**src/rtl/fp32_div_iter.sv**
```systemverilog
// fp32_div_iter: iterative radix-2 restoring FP32 divider feeding the FP32 rounding stage.
// Define FP32_DIV_SUBNORM_EN to normalize subnormal operands; otherwise they are flushed to zero.
module fp32_div_iter (
  input  logic        clock,
  input  logic        reset,
  input  logic        in_valid,
  output logic        in_ready,
  input  logic [31:0] in_a,
  input  logic [31:0] in_b,
  input  logic [4:0]  in_roundingMode,
  output logic        out_valid,
  input  logic        out_ready,
  output logic        out_invalidExc,
  output logic        out_infiniteExc,
  output logic        out_isInf,
  output logic        out_isZero,
  output logic        out_isNaN,
  output logic [24:0] out_sigPlus,
  output logic [9:0]  out_exp,
  output logic        out_sign,
  output logic [4:0]  out_roundingMode
);

  localparam logic [1:0] IDLE = 2'd0;
  localparam logic [1:0] ITER = 2'd1;
  localparam logic [1:0] DONE = 2'd2;
  localparam logic [4:0] LAST_STEP = 5'd24;

  typedef struct packed {
    logic        nan;
    logic        snan;
    logic        inf;
    logic        zero;
    logic [23:0] sig;
    logic [9:0]  exp;
  } opInfo_t;

`ifdef FP32_DIV_SUBNORM_EN
  function automatic logic [4:0] leadZeros(input logic [23:0] v);
    logic [4:0] n;
    n = 5'd24;
    for (int i = 0; i < 24; i++) begin
      if (v[i]) n = 5'(23 - i);
    end
    return n;
  endfunction
`endif

  function automatic opInfo_t decodeOp(input logic [30:0] x);
    opInfo_t     d;
    logic [7:0]  e;
    logic [22:0] f;
`ifdef FP32_DIV_SUBNORM_EN
    logic [4:0]  lz;
    lz = 5'd0;
`endif
    e = x[30:23];
    f = x[22:0];
    d = '0;
    if (e == 8'hFF) begin
      d.nan  = (f != '0);
      d.snan = (f != '0) && !f[22];
      d.inf  = (f == '0);
    end else if (e == 8'h00) begin
`ifdef FP32_DIV_SUBNORM_EN
      if (f == '0) begin
        d.zero = 1'b1;
      end else begin
        // Shift so the leading one lands in the hidden-bit position.
        lz    = leadZeros({1'b0, f});
        d.sig = {1'b0, f} << lz;
        d.exp = 10'(-126) - {5'd0, lz};
      end
`else
      d.zero = 1'b1;
`endif
    end else begin
      d.sig = {1'b1, f};
      d.exp = {2'b00, e} - 10'd127;
    end
    return d;
  endfunction

  logic [1:0]  state;
  logic [25:0] rem;
  logic [23:0] quo;
  logic [23:0] divisor;
  logic [4:0]  stepCnt;
  logic        stickyBit;

  opInfo_t decA;
  opInfo_t decB;
  assign decA = decodeOp(in_a[30:0]);
  assign decB = decodeOp(in_b[30:0]);

  logic spInvalid, spInfinite, spInf, spZero, spNaN, anySpecial;

  // NOTE: every always_comb output gets a default first so no latch is inferred.
  always_comb begin
    spInvalid  = 1'b0;
    spInfinite = 1'b0;
    spInf      = 1'b0;
    spZero     = 1'b0;
    spNaN      = 1'b0;
    if (decA.nan || decB.nan) begin
      spNaN     = 1'b1;
      spInvalid = decA.snan || decB.snan;
    end else if ((decA.zero && decB.zero) || (decA.inf && decB.inf)) begin
      spInvalid = 1'b1;
      spNaN     = 1'b1;
    end else if (decA.inf || decB.zero) begin
      spInf      = 1'b1;
      spInfinite = decB.zero && !decA.inf;
    end else if (decA.zero || decB.inf) begin
      spZero = 1'b1;
    end
  end

  assign anySpecial = spNaN || spInf || spZero;

  logic        sigALess;
  logic [25:0] remInit;
  logic [9:0]  expInit;

  assign sigALess = (decA.sig < decB.sig);
  assign remInit  = sigALess ? {1'b0, decA.sig, 1'b0} : {2'b00, decA.sig};
  assign expInit  = decA.exp - decB.exp - {9'd0, sigALess};

  logic        qBit;
  logic [25:0] remSub;
  logic [25:0] remNext;

  always_comb begin
    qBit    = (rem >= {2'b00, divisor});
    remSub  = qBit ? (rem - {2'b00, divisor}) : rem;
    remNext = {remSub[24:0], 1'b0};
  end

  // The first quotient bit is always 1 and shifts out of the top by the final step.
  assign out_sigPlus = {quo, stickyBit};
  assign in_ready    = (state == IDLE);

  // Special results carry one of these classification flags and skip the iteration.
  logic specialPath;
  assign specialPath = out_isNaN || out_isInf || out_isZero;

  // NOTE: sequential state uses non-blocking assignments only; datapath registers are
  // reset as well so every output reads zero straight out of reset.
  always_ff @(posedge clock) begin
    if (reset) begin
      state            <= IDLE;
      rem              <= '0;
      quo              <= '0;
      divisor          <= '0;
      stepCnt          <= '0;
      stickyBit        <= 1'b0;
      out_valid        <= 1'b0;
      out_invalidExc   <= 1'b0;
      out_infiniteExc  <= 1'b0;
      out_isInf        <= 1'b0;
      out_isZero       <= 1'b0;
      out_isNaN        <= 1'b0;
      out_exp          <= '0;
      out_sign         <= 1'b0;
      out_roundingMode <= '0;
    end else begin
      case (state)
        IDLE: begin
          if (in_valid) begin
            state            <= ITER;
            rem              <= remInit;
            quo              <= '0;
            divisor          <= decB.sig;
            stepCnt          <= '0;
            stickyBit        <= 1'b0;
            out_invalidExc   <= spInvalid;
            out_infiniteExc  <= spInfinite;
            out_isInf        <= spInf;
            out_isZero       <= spZero;
            out_isNaN        <= spNaN;
            out_exp          <= anySpecial ? 10'd0 : expInit;
            out_sign         <= in_a[31] ^ in_b[31];
            out_roundingMode <= in_roundingMode;
          end
        end
        ITER: begin
          if (specialPath) begin
            state     <= DONE;
            out_valid <= 1'b1;
          end else begin
            rem     <= remNext;
            quo     <= {quo[22:0], qBit};
            stepCnt <= stepCnt + 5'd1;
            if (stepCnt == LAST_STEP) begin
              stickyBit <= (remSub != '0);
              state     <= DONE;
              out_valid <= 1'b1;
            end
          end
        end
        DONE: begin
          if (out_ready) begin
            state     <= IDLE;
            out_valid <= 1'b0;
          end
        end
        default: state <= IDLE;
      endcase
    end
  end

endmodule

```
**config.mk**
```make
export PLATFORM = sky130hd
export DESIGN_NAME = fp32_div_iter
export DESIGN_NICKNAME = d
export VERILOG_FILES = /design/src/rtl/fp32_div_iter.sv
export SDC_FILE = /design/constraint.sdc
export NUM_CORES = 1
export LEC_CHECK = 0
export ABC_AREA = 1
export BUFFER_PORTS_ARGS = -buffer_cell sky130_fd_sc_hd__buf_2
export CAP_MARGIN = 5
export CELL_PAD_IN_SITES_DETAIL_PLACEMENT = 0
export CELL_PAD_IN_SITES_GLOBAL_PLACEMENT = 1
export CORE_AREA = 8 8 148 150
export DETAILED_ROUTE_END_ITERATION = 8
export DIE_AREA = 0 0 156 158
export PLACE_DENSITY = 0.85
export SLEW_MARGIN = 20
export SYNTH_ARGS = -nofsm -noshare
export SYNTH_HDL_FRONTEND = slang
export SYNTH_SLANG_ARGS = --single-unit
```
**constraint.sdc**
```tcl
create_clock -name clock -period 7.26 [get_ports clock]
set_clock_uncertainty 0.1 [all_clocks]
set_input_delay 0.363 -clock clock [delete_from_list [all_inputs] [get_ports clock]]
set_output_delay 0.363 -clock clock [all_outputs]
set_load 0.02 [all_outputs]
```
# Yosys cells after proc, flatten, opt, wreduce, memory -nomap -nowiden
# Index checks and enable logic that the tools add are counted.
# W data, S select, Z words.
[totals]
register_bits = 104
latch_bits = 0
mem_bits_rw = 0
rom_bits = 0
input_bits = 73
out_inout_bits = 48
wordCells = 112
n_memories = 0
[classes]
n_addsub = 6
n_mul = 0
div_mod_pow = 0
order_cmp = 2
eq_ne = 10
n_shift = 0
mux = 46
bitwise = 1
n_reduce_logical = 32
[ops]
columns = ["operator", "n"]
rows = [
  ["$mux W26", 3],
  ["$mux W35", 2],
  ["$mux W34", 2],
  ["$pmux W26 S2", 1],
  ["$mux W24", 2],
  ["$pmux W24 S2", 1],
  ["$logic_not A23 Y1", 2],
  ["$reduce_bool A23 Y1", 2],
  ["$ge A26 B24 Y1", 1],
  ["$reduce_bool A26 Y1", 1],
  ["$sub A26 B24 Y26", 1],
  ["$mux W25", 1],
  ["$lt A24 B24 Y1", 1],
  ["$mux W1", 21],
  ["$sub A8 B7 Y9 const B", 2],
  ["$eq A8 B8 Y1 const B", 2],
  ["$logic_not A8 Y1", 2],
  ["$mux W10", 1],
  ["$mux W5", 2],
  ["$pmux W5 S2", 1],
  ["$sub A10 B1 Y10", 1],
  ["$sub A10 B10 Y10", 1],
  ["$logic_or A1 B1 Y1", 9],
  ["$reduce_and A3 Y1", 3],
  ["17 further kinds", 32],
]

# Longest topological paths before layout
[logic_depth]
ltp_word = 10
ltp_mapped = 34
ltp_nobuf = 32

# Least setup slack after synthesis
# No wires, ideal clock.
[synth_path]
kind = "input-to-reg"
startpoint = "input port in_a[23]"
endpoint = "register out_exp[8]"
setup_ns = 0.088
arrival_ns = 4.244
t_required_ns = 7.072
path_slack_ns = 2.828
cell_stages = 27
n_path_buf = 2
path_cell_list = "inv_1 > ha_1 > inv_1 > nor2_1 > nand3_1 > buf_2 > nand2_1 > clkbuf_1 > nor2_1 > ha_1 > a21oi_1 > o21a_1 > o221ai_1 > a21oi_1 > nand2_4 > inv_2 > fa_1 > inv_1 > fa_1 > o21ai_0 > nand2_1 > a21oi_1 > o21bai_1 > a21oi_1 > o21bai_1 > and2_1 > o31ai_1"
[synth_via]
elab_chain_len = 10
word_cells_on_any_way = 28
classes_between = "add/sub: 3; order compare: 1; eq/ne: 1; mux: 14; reduce/logical: 9"
[synth_rtl]
columns = ["element", "line_no", "source"]
rows = [
  ["start, declared", "8", "input logic [31:0] in_a,"],
  ["parallel branches: the longest is 9 deep, another holds $sub A10 B10 Y10", "--", ""],
  ["$mux W10 (*)", "181", "out_exp <= anySpecial ? 10'd0 : expInit;"],
  ["end signal, assigned", "181", ""],
  ["end, declared", "19", "output logic [9:0] out_exp,"],
]
# Mark *: on every way between the ends.
# A chain may end at the register's enable or synchronous reset.

# Final worst setup path
# Ends and elaborated chain as after synthesis.

==> impl_results.md <==
- Status: finished, final reports clean
- Mapped Nets: 1504
- DRC violations left: 0
- Unrepaired setup endpoints after global routing: no
- Yosys warns: 0
- Post-Syn Instances: 1361
- Worst hold slack: 0.119 ns
- Total chip power: 2.36 mW
- Psw: 1.09 mW
- Critical Path RT: 7.44 ns
- Post_cts resized: 0
- CTS tree: done
- Per-cell routed wire length: 15.8 um
- Final nets: 1596
- Cell Rows: 52
- Max-slew violations: 0
- Most frequent cells in the layout: 391 x nand2_1, 203 x inv_1, 120 x buf_2
- # setup viols final: 0
- Setup TNS: 0 ns
- Grt total ovfl: 0
- Max Cap Viol: 0
- CP max stage delay: 0.72 ns
- Share of cells above drive strength 1: 16.7%
- Worst-case vdd ir drop: 0.000126 V
- # clock sinks: 104
- Synthesized area: 8690 sq um
- Die outline width: 156 um
- Drt pass-1 iters: 5
- Height of the die: 158 um
- Initial Util: 44.1%
- Via-per-instance ratio: 5.02
- FFs w/ async S/R, synth: 0%
- Crit share post-route: 78.0%
- Clock share of power: 20.2%
- Number of flops mapped to enable cells by yosys: 0
- Clock Tree Buf Depth: 2
- ANT nets after route: 0
- Total global-route track usage: 22.4%
- Area added between synthesis and finish: 11.3%
- Sw Share: 46.3%
- Full die area: 24600 sq um
- P per Cell Area: 244 nW/um^2
- CP Buf/Inv Count: 7
- Via count: 8669
- # hold bufs at CTS: 0
- Yosys reg bits: 104
- Startpoint types: input port
- Gpl congestion: 0.951
- Core ar.: 19700 sq um
- Slew HR: 44.6%
- Internal Power: 1.27 mW
- Final WL: 27300 um
- Clock transition at the registers of the reported paths: 0.08 ns
- Final hold vios: 0
- Commonest non-fill, non-tap cell in the layout: nand2_1
- Post-synthesis sequential area ratio: 24.0%
- Crit path max fanout: 25
- Combinational power share: 51.8%
- Largest net degree at the start of global routing: 54
- Post-CTS Setup Inserts: 0
- Slowest cell on the critical path: nand2_1
- Total CTS buffers: 9
- I/O pin count: 121
- Worst Tran Pin Value: 0.830 ns
- Hold Path Class: input port to register
- Critical Path Most Common Cell: inv_1
- Diodes inserted: 0
- Clk Latency, worst-skew pair: 0.36 ns
- CP Class: input port to register
- Initial antenna violation count: 0
- First-pass GRT wire length: 44000 um
- IO Port Bufs: 120
- CTS root buf: clkbuf_16
- DR iter-0 viols: 540
- Critical Path AT: 5.84 ns
- Fmax: 177 MHz
- Final Critical Period: 5.66 ns
- Synth Area per Inst: 6.39 sq um
- Synth cell types: 56
- HPWL after DPL: 21900 um
- Worst Setup End Kind: register
- Share of power burned in registers: 28.1%
- Static Leak: 5.08 nW
- Dominant synthesized flop cell: dfxtp_1
- Number of global-route vias before repair: 8514
- H-tree Lvls: 3
- Top delay family on crit path: simple AND/OR/NAND/NOR gates
==> Yosys cell counts, drive strengths merged, types with 3 or more instances <==
cell type    n  share of area (%)
inv        211                9.1
nor3        11               0.76
xor2        16                1.6
xnor2        7               0.71
nand3b      10                1.0
and2         5               0.36
fa           3               0.69
ha          67                9.6
o22ai       24                1.7
nand3       99                7.0
dfxtp      104                 24
clkinv       3               0.14
a211oi       4               0.35
nand2      429                 20
clkbuf      28                1.8
nor4         6               0.43
nor2       115                5.3
or2          3               0.22
a22o         6               0.60
o221ai       3               0.30
buf         19                1.7
a21oi       98                6.3
o21ai       52                3.1
nand4       18                1.5
o21bai       6               0.52
==> power by group through the flow <==
stage          clock (mW)  sequential (mW)  combinational, mW
2_1_floorplan           0            0.691              0.908
3_3_place_gp            0            0.674               1.21
3_5_place_dp            0            0.674               1.21
4_1_cts             0.488            0.663               1.22
5_1_grt             0.504            0.670               1.39
6_report            0.477            0.663               1.22
==> cell families (layout without fill, tap and decap cells) <==
logic type | Yosys count | in the layout | share of synthesized area [%]
simple gates | 698 | 698 | 36.6
compound gates | 205 | 205 | 14.0
xor+xnor | 23 | 23 | 2.32
buf+inv | 261 | 357 | 12.7
flops | 104 | 104 | 24.0
fa+ha+maj | 70 | 70 | 10.3
==> worst reg2reg max path: stages (launching register included) <==
cell	delay, ns
dfxtp_1	0.43
ha_1	0.19
inv_1	0.07
fa_1	0.49
nand3_1	0.15
nand3_2	0.16
nand3b_4	0.26
nand2_4	0.30
inv_1	0.32
nand2_1	0.08
nand2_1	0.10
nand2_1	0.05
nor2_1	0.09
nand2_1	0.06
nor2_1	0.19
nand2_1	0.09
nand2_1	0.06
a21oi_1	0.05
==> routing by layer <==
layer	track usage [%]	up-vias	wire length [um]
met3	3.47	42	1400
met5	0	-	0
met4	7.39	0	669
li1	-	4527	-
met1	29.9	3887	13100
met2	36.1	213	12100
==> metrics by stage <==
step / util, % / setup slack [ns] / area, sq um / instances
finish: 49.1 / 1.60 / 9670 / 1727
global route: 49.1 / 0.875 / 9670 / 1727
CTS: 49.1 / 1.63 / 9670 / 1727
detailed placement: 47.7 / 1.24 / 9400 / 1712
global placement: 47.7 / 1.43 / 9400 / 1712
floorplan: - / 2.83 / 8690 / 1361
==> cell type report <==
cell class	count	area (sq um)
clock buffers	9	225
clock inverters	6	53.8
multi-input cells	996	5510
flip-flops and latches	104	2080
repair buffers	128	661
well taps	270	338
inverters	214	805
fillers	2104	10000
==> state kept, by name, summed over array words and instances, names as in the netlist, 2 cells and up <==
| register | flops |
|---|---|
| rem | 26 |
| stepCnt | 5 |
| divisor | 24 |
| state | 2 |
| quo | 24 |
| out_roundingMode | 5 |
| out_exp | 10 |
==> path summary, 6_finish.rpt <==
| check | start | endpoint | slack [ns] | depth (start not counted) |
|---|---|---|---|---|
| worst max register to register | divisor[0] | stickyBit | 3.91 | 17 |
| worst min register to register | out_exp[7] | out_exp[7] | 0.36 | 2 |
| worst min-delay path | in_roundingMode[2] | out_roundingMode[2] | 0.12 | 2 |
| worst max-delay path | in_a[23] | out_exp[8] | 1.60 | 28 |
Note: power is estimated with default switching activity, not from simulation.
